File: src/rtl/spike_pkg.sv
// Shared constants and FSM encoding for the spike rate decoder.
package spike_pkg;
  localparam int RATE_W_DEF = 8;
  localparam int WIN_W_DEF  = 10;

  typedef enum logic {
    IDLE  = 1'b0,
    COUNT = 1'b1
  } state_e;
endpackage

File: src/rtl/spike_rate_decoder_sat_counter.sv
// Saturating up-counter; nxt_o is the post-increment value before clear.
import spike_pkg::*;

module sat_counter #(
  parameter int W = RATE_W_DEF
) (
  input  logic         clk_i,
  input  logic         rst_i,
  input  logic         clr_i,
  input  logic         inc_i,
  output logic [W-1:0] cnt_o,
  output logic [W-1:0] nxt_o
);
  logic [W-1:0] cnt_q;
  logic [W-1:0] cnt_d;

  always_comb begin
    nxt_o = cnt_q;
    if (inc_i && (cnt_q != {W{1'b1}}))
      nxt_o = cnt_q + W'(1);
    cnt_d = clr_i ? '0 : nxt_o;
  end

  always_ff @(posedge clk_i) begin
    if (rst_i) cnt_q <= '0;
    else       cnt_q <= cnt_d;
  end

  assign cnt_o = cnt_q;
endmodule

File: src/rtl/spike_rate_decoder.sv
// Counts spikes over a latched window and hands the rate downstream
// through a valid/ready register with a sticky overrun flag.
import spike_pkg::*;

module spike_rate_decoder #(
  parameter int RATE_W = RATE_W_DEF,
  parameter int WIN_W  = WIN_W_DEF
) (
  input  logic              clk_i,
  input  logic              rst_i,
  input  logic              en_i,
  input  logic              spike_i,
  input  logic [WIN_W-1:0]  window_i,
  input  logic              ready_i,
  output logic [RATE_W-1:0] rate_o,
  output logic              valid_o,
  output logic              overrun_o,
  output logic              busy_o
);
  state_e            state_q, state_d;
  logic [WIN_W-1:0]  win_q, win_d;
  logic [WIN_W-1:0]  cyc_q, cyc_d;
  logic [RATE_W-1:0] rate_q, rate_d;
  logic              valid_q, valid_d;
  logic              ovr_q, ovr_d;
  logic              busy_q, busy_d;

  logic              clr;
  logic              inc;
  logic              done;
  logic [WIN_W-1:0]  win_start;
  logic [RATE_W-1:0] spk_cnt;
  logic [RATE_W-1:0] spk_nxt;

  sat_counter #(.W(RATE_W)) u_cnt (
    .clk_i (clk_i),
    .rst_i (rst_i),
    .clr_i (clr),
    .inc_i (inc),
    .cnt_o (spk_cnt),
    .nxt_o (spk_nxt)
  );

  always_comb begin
    state_d   = state_q;
    win_d     = win_q;
    cyc_d     = cyc_q;
    rate_d    = rate_q;
    valid_d   = valid_q;
    ovr_d     = ovr_q;
    clr       = 1'b0;
    inc       = 1'b0;
    done      = 1'b0;
    win_start = (window_i == '0) ? WIN_W'(1) : window_i;

    unique case (state_q)
      IDLE: begin
        if (en_i) begin
          state_d = COUNT;
          win_d   = win_start;
          cyc_d   = '0;
          clr     = 1'b1;
        end
      end
      COUNT: begin
        inc = spike_i;
        if (cyc_q == win_q - WIN_W'(1)) begin
          done = 1'b1;
          clr  = 1'b1;
          cyc_d = '0;
          if (en_i) win_d = win_start;
          else      state_d = IDLE;
        end else if (!en_i) begin
          state_d = IDLE;
          clr     = 1'b1;
          cyc_d   = '0;
        end else begin
          cyc_d = cyc_q + WIN_W'(1);
        end
      end
    endcase

    // A held, unaccepted result wins over a fresh one.
    if (done) begin
      if (!valid_q || ready_i) begin
        rate_d  = spk_nxt;
        valid_d = 1'b1;
      end else begin
        ovr_d = 1'b1;
      end
    end else if (valid_q && ready_i) begin
      valid_d = 1'b0;
    end

    busy_d = (state_d == COUNT);
  end

  always_ff @(posedge clk_i) begin
    if (rst_i) begin
      state_q <= IDLE;
      win_q   <= WIN_W'(1);
      cyc_q   <= '0;
      rate_q  <= '0;
      valid_q <= 1'b0;
      ovr_q   <= 1'b0;
      busy_q  <= 1'b0;
    end else begin
      state_q <= state_d;
      win_q   <= win_d;
      cyc_q   <= cyc_d;
      rate_q  <= rate_d;
      valid_q <= valid_d;
      ovr_q   <= ovr_d;
      busy_q  <= busy_d;
    end
  end

  assign rate_o    = rate_q;
  assign valid_o   = valid_q;
  assign overrun_o = ovr_q;
  assign busy_o    = busy_q;
endmodule
File: config.mk
export PLATFORM = sky130hd
export DESIGN_NAME = spike_rate_decoder
export DESIGN_NICKNAME = d
export VERILOG_FILES = /design/src/rtl/spike_pkg.sv /design/src/rtl/spike_rate_decoder_sat_counter.sv /design/src/rtl/spike_rate_decoder.sv
export SDC_FILE = /design/constraint.sdc
export NUM_CORES = 1
export LEC_CHECK = 0
export CAP_MARGIN = 25
export CORE_AREA = 5 5 70 72
export CTS_CLUSTER_SIZE = 25
export DETAILED_ROUTE_END_ITERATION = 16
export DIE_AREA = 0 0 75 77
export PLACE_DENSITY = 0.77
export SYNTH_ARGS = -nofsm -noshare
export SYNTH_HDL_FRONTEND = slang
export SYNTH_SLANG_ARGS = --single-unit
File: constraint.sdc
create_clock -name clk_i -period 3.5 [get_ports clk_i]
set_clock_uncertainty 0.15 [all_clocks]
set_input_delay 0.525 -clock clk_i [delete_from_list [all_inputs] [get_ports clk_i]]
set_output_delay 0.525 -clock clk_i [all_outputs]
set_load 0.02 [all_outputs]
==> results of run 1 <==
## per-stage QoR
stage               power, uW  hold WS, ps  setup slack (ps)  cells   util
floorplan                 609          319               845    260      -
global placement          661          314               563    331  0.598
detailed placement        663          310               492    331  0.598
CTS                      1020          332               459    338  0.622
global route             1070          357               270    338  0.622
finish                   1010          331               438    338  0.622
## critical path, stage by stage, from the launching register on
cell and delay [ps]:
dfxtp_1 370, inv_1 70, ha_1 260, or4b_4 510
o21a_1 200, o211ai_1 160, a311o_1 520, buf_4 270
o22ai_1 90, buf_4 200, mux2i_1 130
## cells in the mapped netlist, drive strengths merged (5+ instances only)
master | n | area, um2
nand3 | 8 | 40.0
nor3 | 8 | 40.0
inv | 7 | 26.3
a211oi | 7 | 52.6
or4b | 8 | 83.8
xor2 | 11 | 96.3
nand2 | 13 | 48.8
nand4 | 5 | 31.3
nor2 | 19 | 71.3
o21ai | 14 | 70.1
and2 | 5 | 31.3
xnor2 | 9 | 78.8
mux2i | 11 | 110
nand2b | 19 | 119
a21oi | 12 | 60.1
clkbuf | 8 | 30.0
dfxtp | 39 | 781
## how the worst min path moves through the flow
stage	from	to	cells after the start
after floorplan	win_q[7]	win_q[7]	2
after global placement	overrun_o	overrun_o	2
after detailed placement	overrun_o	overrun_o	2
after CTS	rate_o[7]	rate_o[7]	2
after global routing	rate_o[0]	rate_o[0]	2
final	overrun_o	overrun_o	2
## power by group
| group | leakage, uW | switching [uW] | internal [uW] |
|---|---|---|---|
| registers | 0.000316 | 19.9 | 456 |
| logic | 0.000552 | 102 | 77.9 |
| clock network | 0.0000513 | 148 | 209 |
## area by class of cell
| class | count | share of cell area |
|---|---|---|
| Tap cell | 52 | 0.0247 |
| Timing Repair Buffer | 30 | 0.109 |
| Multi-Input combinational cell | 203 | 0.521 |
| Inverter | 7 | 0.00998 |
| Sequential cell | 39 | 0.296 |
| Clock buffer | 6 | 0.0276 |
| Clock inverter | 1 | 0.0114 |
## layout by cell type (no fill, tap or decap), drive strengths merged, types with 9 or more instances in the layout
cell type	instances
mux2i	11
xor2	11
nand2	13
nor2	19
a21oi	12
o21ai	14
dfxtp	39
clkdlybuf4s50	25
xnor2	9
nand2b	19
## state kept, by name, summed over array words and instances (netlist names)
name         flops
valid_o          1
cyc_q           10
busy_o           1
u_cnt.cnt_o      8
rate_o           8
overrun_o        1
win_q           10
## per-layer routing
layer,up-vias,GRT usage,share of wire
met5,-,0,0
met4,0,0.0712,0.020
met3,11,0.0523,0.055
met2,49,0.303,0.47
met1,936,0.254,0.45
li1,1007,-,-
## logic make-up after synthesis
family,share of synthesized area
AND/OR/NAND/NOR,0.273
AO/OA/AOI/OAI,0.192
flip-flops,0.350
XOR/XNOR,0.0785
buffers and inverters,0.0353
multiplexers,0.0544
adder cells (fa/ha/maj),0.0168
==> metrics.md, run 1 <==
| Metric | Value |
|---|---|
| Total track usage | 0.195 |
| Maximum VDD drop | 0.272 mV |
| Fill cell count | 380 |
| Number of core rows | 24 |
| Syn nets | 278 |
| Async set or reset register ratio after synthesis | 0 |
| Seq/Total Area, Yosys | 0.350 |
| CTS Hold Bufs | 0 |
| Length in cells of the worst reg-to-reg path | 10 |
| Top_reg_cell synth | dfxtp_1 |
| Relative slew slack | 0.394 |
| Full die area | 5780 um2 |
| PD cells | 385 nW/um2 |
| Max_cap viols | 0 |
| Root Driver | clkbuf_8 |
| Static Leak | 0.000919 uW |
| Worst hold path type | reg2reg |
| Cells after Synth | 260 |
| RePlAce Congestion | 0.825 |
| Ys Warns | 0 |
| DR iter-0 viols | 110 |
| FF-to-FF End | win_q[3] |
| Die span in y | 77 um |
| Worst-Skew Late Latency | 290 ps |
| PostCTS Resize Cnt | 0 |
| DRC | 0 |
| RSZ-0062 raised after global routing | false |
| Setup bufs post-CTS | 0 |
| Antenna violations before repair | 0 |
| Diode count | 0 |
| Total routed wirelength | 5.12 mm |
| Grt ovf | 0 |
| Post-synth EDFFs | 0 |
| Storage element area | 781 um2 |
| Minimum clock period | 3060 ps |
| Initial Utilization | 0.527 |
| Part of the cycle the worst path needs | 0.875 |
| Vias | 2003 |
| CP Capture Point | win_q[3] |
| Worst EP arrival | 3090 ps |
| Fmax | 0.327 GHz |
| Pin count of the biggest net entering global routing | 29 |
| Mapped Area | 2230 um2 |
| Setup crit end kind | register |
| CP Launch Point | win_q[0] |
| Fraction of layout instances using a drive strength above 1 | 0.0559 |
| Syn avg cell area | 8.58 um2 |
| Max clock buf depth | 2 |
| Final hold vios | 0 |
| Placed Instance Area | 2530 um2 |
| Inserted Clock Buffers | 5 |
| Num ports | 26 |
| Post-DP HPWL | 3.68 mm |
| Global-route wire length before repair | 8.94 mm |
| Worst r2r src | win_q[0] |
| Worst-Margin Slew | 906 ps |
| Vias per std cell | 5.93 |
| Setup TNS | 0 ps |
| Status | complete, no violations |
| Final instance area | 2630 um2 |
| R2r setup slk | 440 ps |
| Routed Antenna Nets | 0 |
| Worst path required time | 3530 ps |
| Sink Count | 39 |
| Die Wd | 75 um |
| Final setup vio count | 0 |
| Wire length per cell | 15.1 um |
| Multi-input logic area | 1370 um2 |
| Area Overhead vs Synth | 18.1% |
| Crit path kind | reg2reg |
| Synth cell types | 51 |
| Vias in the first global route | 1905 |
| Clk slew on worst S/H paths | 70 ps |
| First drt pass iteration count | 4 |
| PortBufs | 25 |
| Largest fanout on the critical path | 17 |
| Final #Nets | 304 |
| CTS tree | built |
| Startpoint types | register |
| Fin. max-slew vios | 0 |
| Core box area | 4230 um2 |
| H-tree depth | 2 |
| #FFs+latches synth | 39 |
(Power assumes the default switching activity.)
==> inputs of run 2 (changes only) <==
--- a/config.mk
+++ b/config.mk
@@ -5,12 +5,15 @@
 export SDC_FILE = /design/constraint.sdc
 export NUM_CORES = 1
 export LEC_CHECK = 0
+export ABC_AREA = 1
 export CAP_MARGIN = 25
-export CORE_AREA = 5 5 70 72
+export CORE_AREA = 5 5 73 75
 export CTS_CLUSTER_SIZE = 25
 export DETAILED_ROUTE_END_ITERATION = 16
-export DIE_AREA = 0 0 75 77
-export PLACE_DENSITY = 0.77
+export DIE_AREA = 0 0 78 80
+export DONT_BUFFER_PORTS = 1
+export GPL_TIMING_DRIVEN = 0
+export PLACE_DENSITY = 0.69
 export SYNTH_ARGS = -nofsm -noshare
 export SYNTH_HDL_FRONTEND = slang
 export SYNTH_SLANG_ARGS = --single-unit
==> run 2 against run 1 <==
Against the previous run: sequential power hardly changed; cell count increased by 34%; count of clock-buffer cells in the layout shrank 1; final area stayed put; synthesized area rose by 8.9%; register-to-register slack gained 790 ps; power grew 7.6%; synthesized cell count increased by 51%; via count increased by 13%; flip-flop and latch count did not move; highest routed layer unchanged.
==> metrics.md, run 2 <==
| Metric | Value |
|---|---|
| Xor and xnor area share after synthesis | 0.0685 (-0.0100) |
| PD cells | 414 nW/um2 (+7.6%) |
| Root Driver | clkbuf_8 |
| Routed Antenna Nets | 0 (unchanged) |
| Fmax | 0.439 GHz (+35%) |
| #FFs+latches synth | 39 (unchanged) |
| Number of core rows | 25 (+4.2%) |
| Adder-Cell Fraction of Synth Area | 0.0154 (-0.00138) |
| Clk slew on worst S/H paths | 80 ps (about the same) |
| DRC | 0 (unchanged) |
| Status | complete, no violations |
| PostCTS Resize Cnt | 0 (unchanged) |
| Grt ovf | 0 (unchanged) |
| Most instantiated cells after synthesis | nand2_1 (110), nor2_1 (67), inv_1 (52) |
| Largest fanout on the critical path | 10 (-7) |
| Crit-path cells | inv_2 -> ha_1 -> inv_1 -> nand2_1 -> nand2_1 -> nor2_1 -> nand3_1 -> nor2_1 -> nand3_1 -> nor2_4 -> nand3_2 -> buf_6 -> nor2_1 -> nor2_1 |
| Mapped Area | 2430 um2 (+8.9%) |
| Largest cells by area after synthesis | dfxtp_1 (32%), nand2_1 (17%), nor2_1 (10%) |
| Final #Nets | 417 (+37%) |
| Max clock buf depth | 2 (unchanged) |
| Maximum VDD drop | 0.333 mV (+22%) |
| Part of the cycle the worst path needs | 0.650 (-0.224) |
| Die Wd | 78 um (+4.0%) |
| Setup bufs post-CTS | 0 (unchanged) |
| Commonest cells after routing, fill and taps aside | nand2_1 (110), nor2_1 (67), inv_1 (52) |
| Wire length per cell | 11.9 um (-21%) |
| Max_cap viols | 0 (unchanged) |
| Diode count | 0 (unchanged) |
| Ys Warns | 0 (unchanged) |
| H-tree depth | 2 (unchanged) |
| Initial Utilization | 0.528 (+0.00154) |
| Final setup vio count | 0 (unchanged) |
| Async set or reset register ratio after synthesis | 0 (unchanged) |
| Worst path required time | 3540 ps (about the same) |
| Slowest cell on the critical path | dfxtp_1 |
| Syn avg cell area | 6.20 um2 (-28%) |
| Die span in y | 80 um (+3.9%) |
| Num ports | 26 (unchanged) |
| Cells after Synth | 392 (+51%) |
| Int Power | 798 uW (+7.4%) |
| Area Overhead vs Synth | 8.39% |
| Setup TNS | 0 ps (unchanged) |
| Crit path kind | reg2reg |
| Static Leak | 0.00120 uW (+31%) |
| Startpoint types | register |
| Area leader, netlist | dfxtp_1 |
| Synth top area share | 0.321 (-0.0287) |
| Sw Pwr | 292 uW (+7.9%) |
| Worst-Skew Late Latency | 300 ps (about the same) |
| First drt pass iteration count | 4 (unchanged) |
| Top_reg_cell synth | dfxtp_1 |
| PortBufs | 0 (-100%) |
| Switch share | 0.268 (+0.000967) |
| Clk pwr share | 0.412 (+0.059) |
| Setup crit end kind | register |
| Worst-Margin Slew | 536 ps (-370 ps) |
| Inserted Clock Buffers | 5 (unchanged) |
| Core box area | 4600 um2 (+8.6%) |
| Synth cell types | 29 (-43%) |
| Seq/Total Area, Yosys | 0.321 (-0.0287) |
| Syn nets | 410 (+47%) |
| RSZ-0062 raised after global routing | false |
| Vias in the first global route | 2166 (+14%) |
| Gate power share | 0.150 (-0.028) |
| Largest family of logic cells by synthesized area | simple AND/OR/NAND/NOR gates |
| Vias per std cell | 5.00 (-16%) |
| Global-route wire length before repair | 9.63 mm (+7.8%) |
| Pin count of the biggest net entering global routing | 14 (-52%) |
| Minimum clock period | 2280 ps (-786 ps) |
| Complex-gate fraction of the synthesized area | 0.0597 (-0.132) |
| Placed insts | 446 (+35%) |
| R2r setup slk | 1220 ps (+790 ps) |
| Total track usage | 0.190 (-0.00448) |
| Post-synth EDFFs | 0 (unchanged) |
| Leading cell type in the layout, fill and taps excluded | nand2_1 |
| Post-DP HPWL | 4.20 mm (+14%) |
| Vias | 2270 (+13%) |
| Biggest regs | cyc_q x10, win_q x10 |
| Layout Cells excl Fill | 454 (+34%) |
| RePlAce Congestion | 0.924 (+12%) |
| CTS Hold Bufs | 0 (unchanged) |
| Simple-gate portion of the synthesized area | 0.422 (+0.149) |
| DR iter-0 viols | 95 (-14%) |
| Fraction of layout instances using a drive strength above 1 | 0.0800 (+0.0241) |
| Mux contribution to synthesized area | 0 (-0.0544) |
| Final hold vios | 0 (unchanged) |
| CTS tree | built |
| Crit path top cell by count | nor2_1 |
| Minimum hold slack | 138 ps (-193 ps) |
| Slowest stage delay, CP | 380 ps (-140 ps) |
| Sink Count | 39 (unchanged) |
| Total routed wirelength | 5.41 mm (+5.7%) |
| Relative slew slack | 0.643 (+0.249) |
| Count leader, synth | nand2_1 |
| Worst hold path type | in2reg |
| Core Util, Final | 0.573 (-0.0493) |
| Antenna violations before repair | 0 (unchanged) |
| Fin. max-slew vios | 0 (unchanged) |
| Full die area | 6240 um2 (+8.1%) |
| Worst EP arrival | 2320 ps (-770 ps) |
| Seq pwr share | 0.438 (-0.032) |
## run 2: final cells by class
type | instances | area, um2
fillers | 478 | 1960
multi-input cells | 285 | 1370
flip-flops and latches | 39 | 781
inverters | 55 | 206
clock buffers | 5 | 68.8
plain buffers | 13 | 68.8
clock inverters | 3 | 67.6
well taps | 54 | 67.6
## run 2: per-stage QoR
step           total power (uW)  area [um2]  setup slack (ps)
2_1_floorplan               617        2430              1570
3_3_place_gp                649        2500              1280
3_5_place_dp                652        2500              1230
4_1_cts                    1100        2630              1210
5_1_grt                    1150        2630              1030
6_report                   1090        2630              1220
## run 2: worst max-delay path: cells and delay by family, from the launching register on
family,cells,cell delay [ps]
fa+ha+maj,1,320
flops,1,380
buf+inv,3,300
simple gates,10,1030
## run 2: path summary, 6_finish.rpt
kind / start / endpoint / depth (start not counted)
min reg2reg: win_q[0] / win_q[0] / 2
max reg2reg: win_q[0] / rate_o[2] / 14
min: rst_i / cyc_q[5] / 1
max: win_q[0] / rate_o[2] / 14
## run 2: power groups by stage
stage / combinational, uW / sequential [uW] / clock [uW]
2_1_floorplan: 134 / 483 / 0
3_3_place_gp: 161 / 487 / 0
3_5_place_dp: 164 / 488 / 0
4_1_cts: 164 / 478 / 457
5_1_grt: 190 / 480 / 477
6_report: 163 / 477 / 449
## run 2: routing by layer
layer  global-route usage  vias up  wire length [um]
li1                     -     1227                 -
met1                0.224     1004              2470
met2                0.331       33              2660
met3               0.0497        6               221
met4               0.0676        0                63
met5                    0        -                 0
## run 2: kinds of logic (layout without fill, tap and decap cells)
| kind of cell | Yosys count | in the layout |
|---|---|---|
| xor+xnor | 19 | 19 |
| fa+ha+maj | 3 | 3 |
| flops | 39 | 39 |
| compound gates | 27 | 27 |
| buf+inv | 68 | 76 |
| simple gates | 236 | 236 |
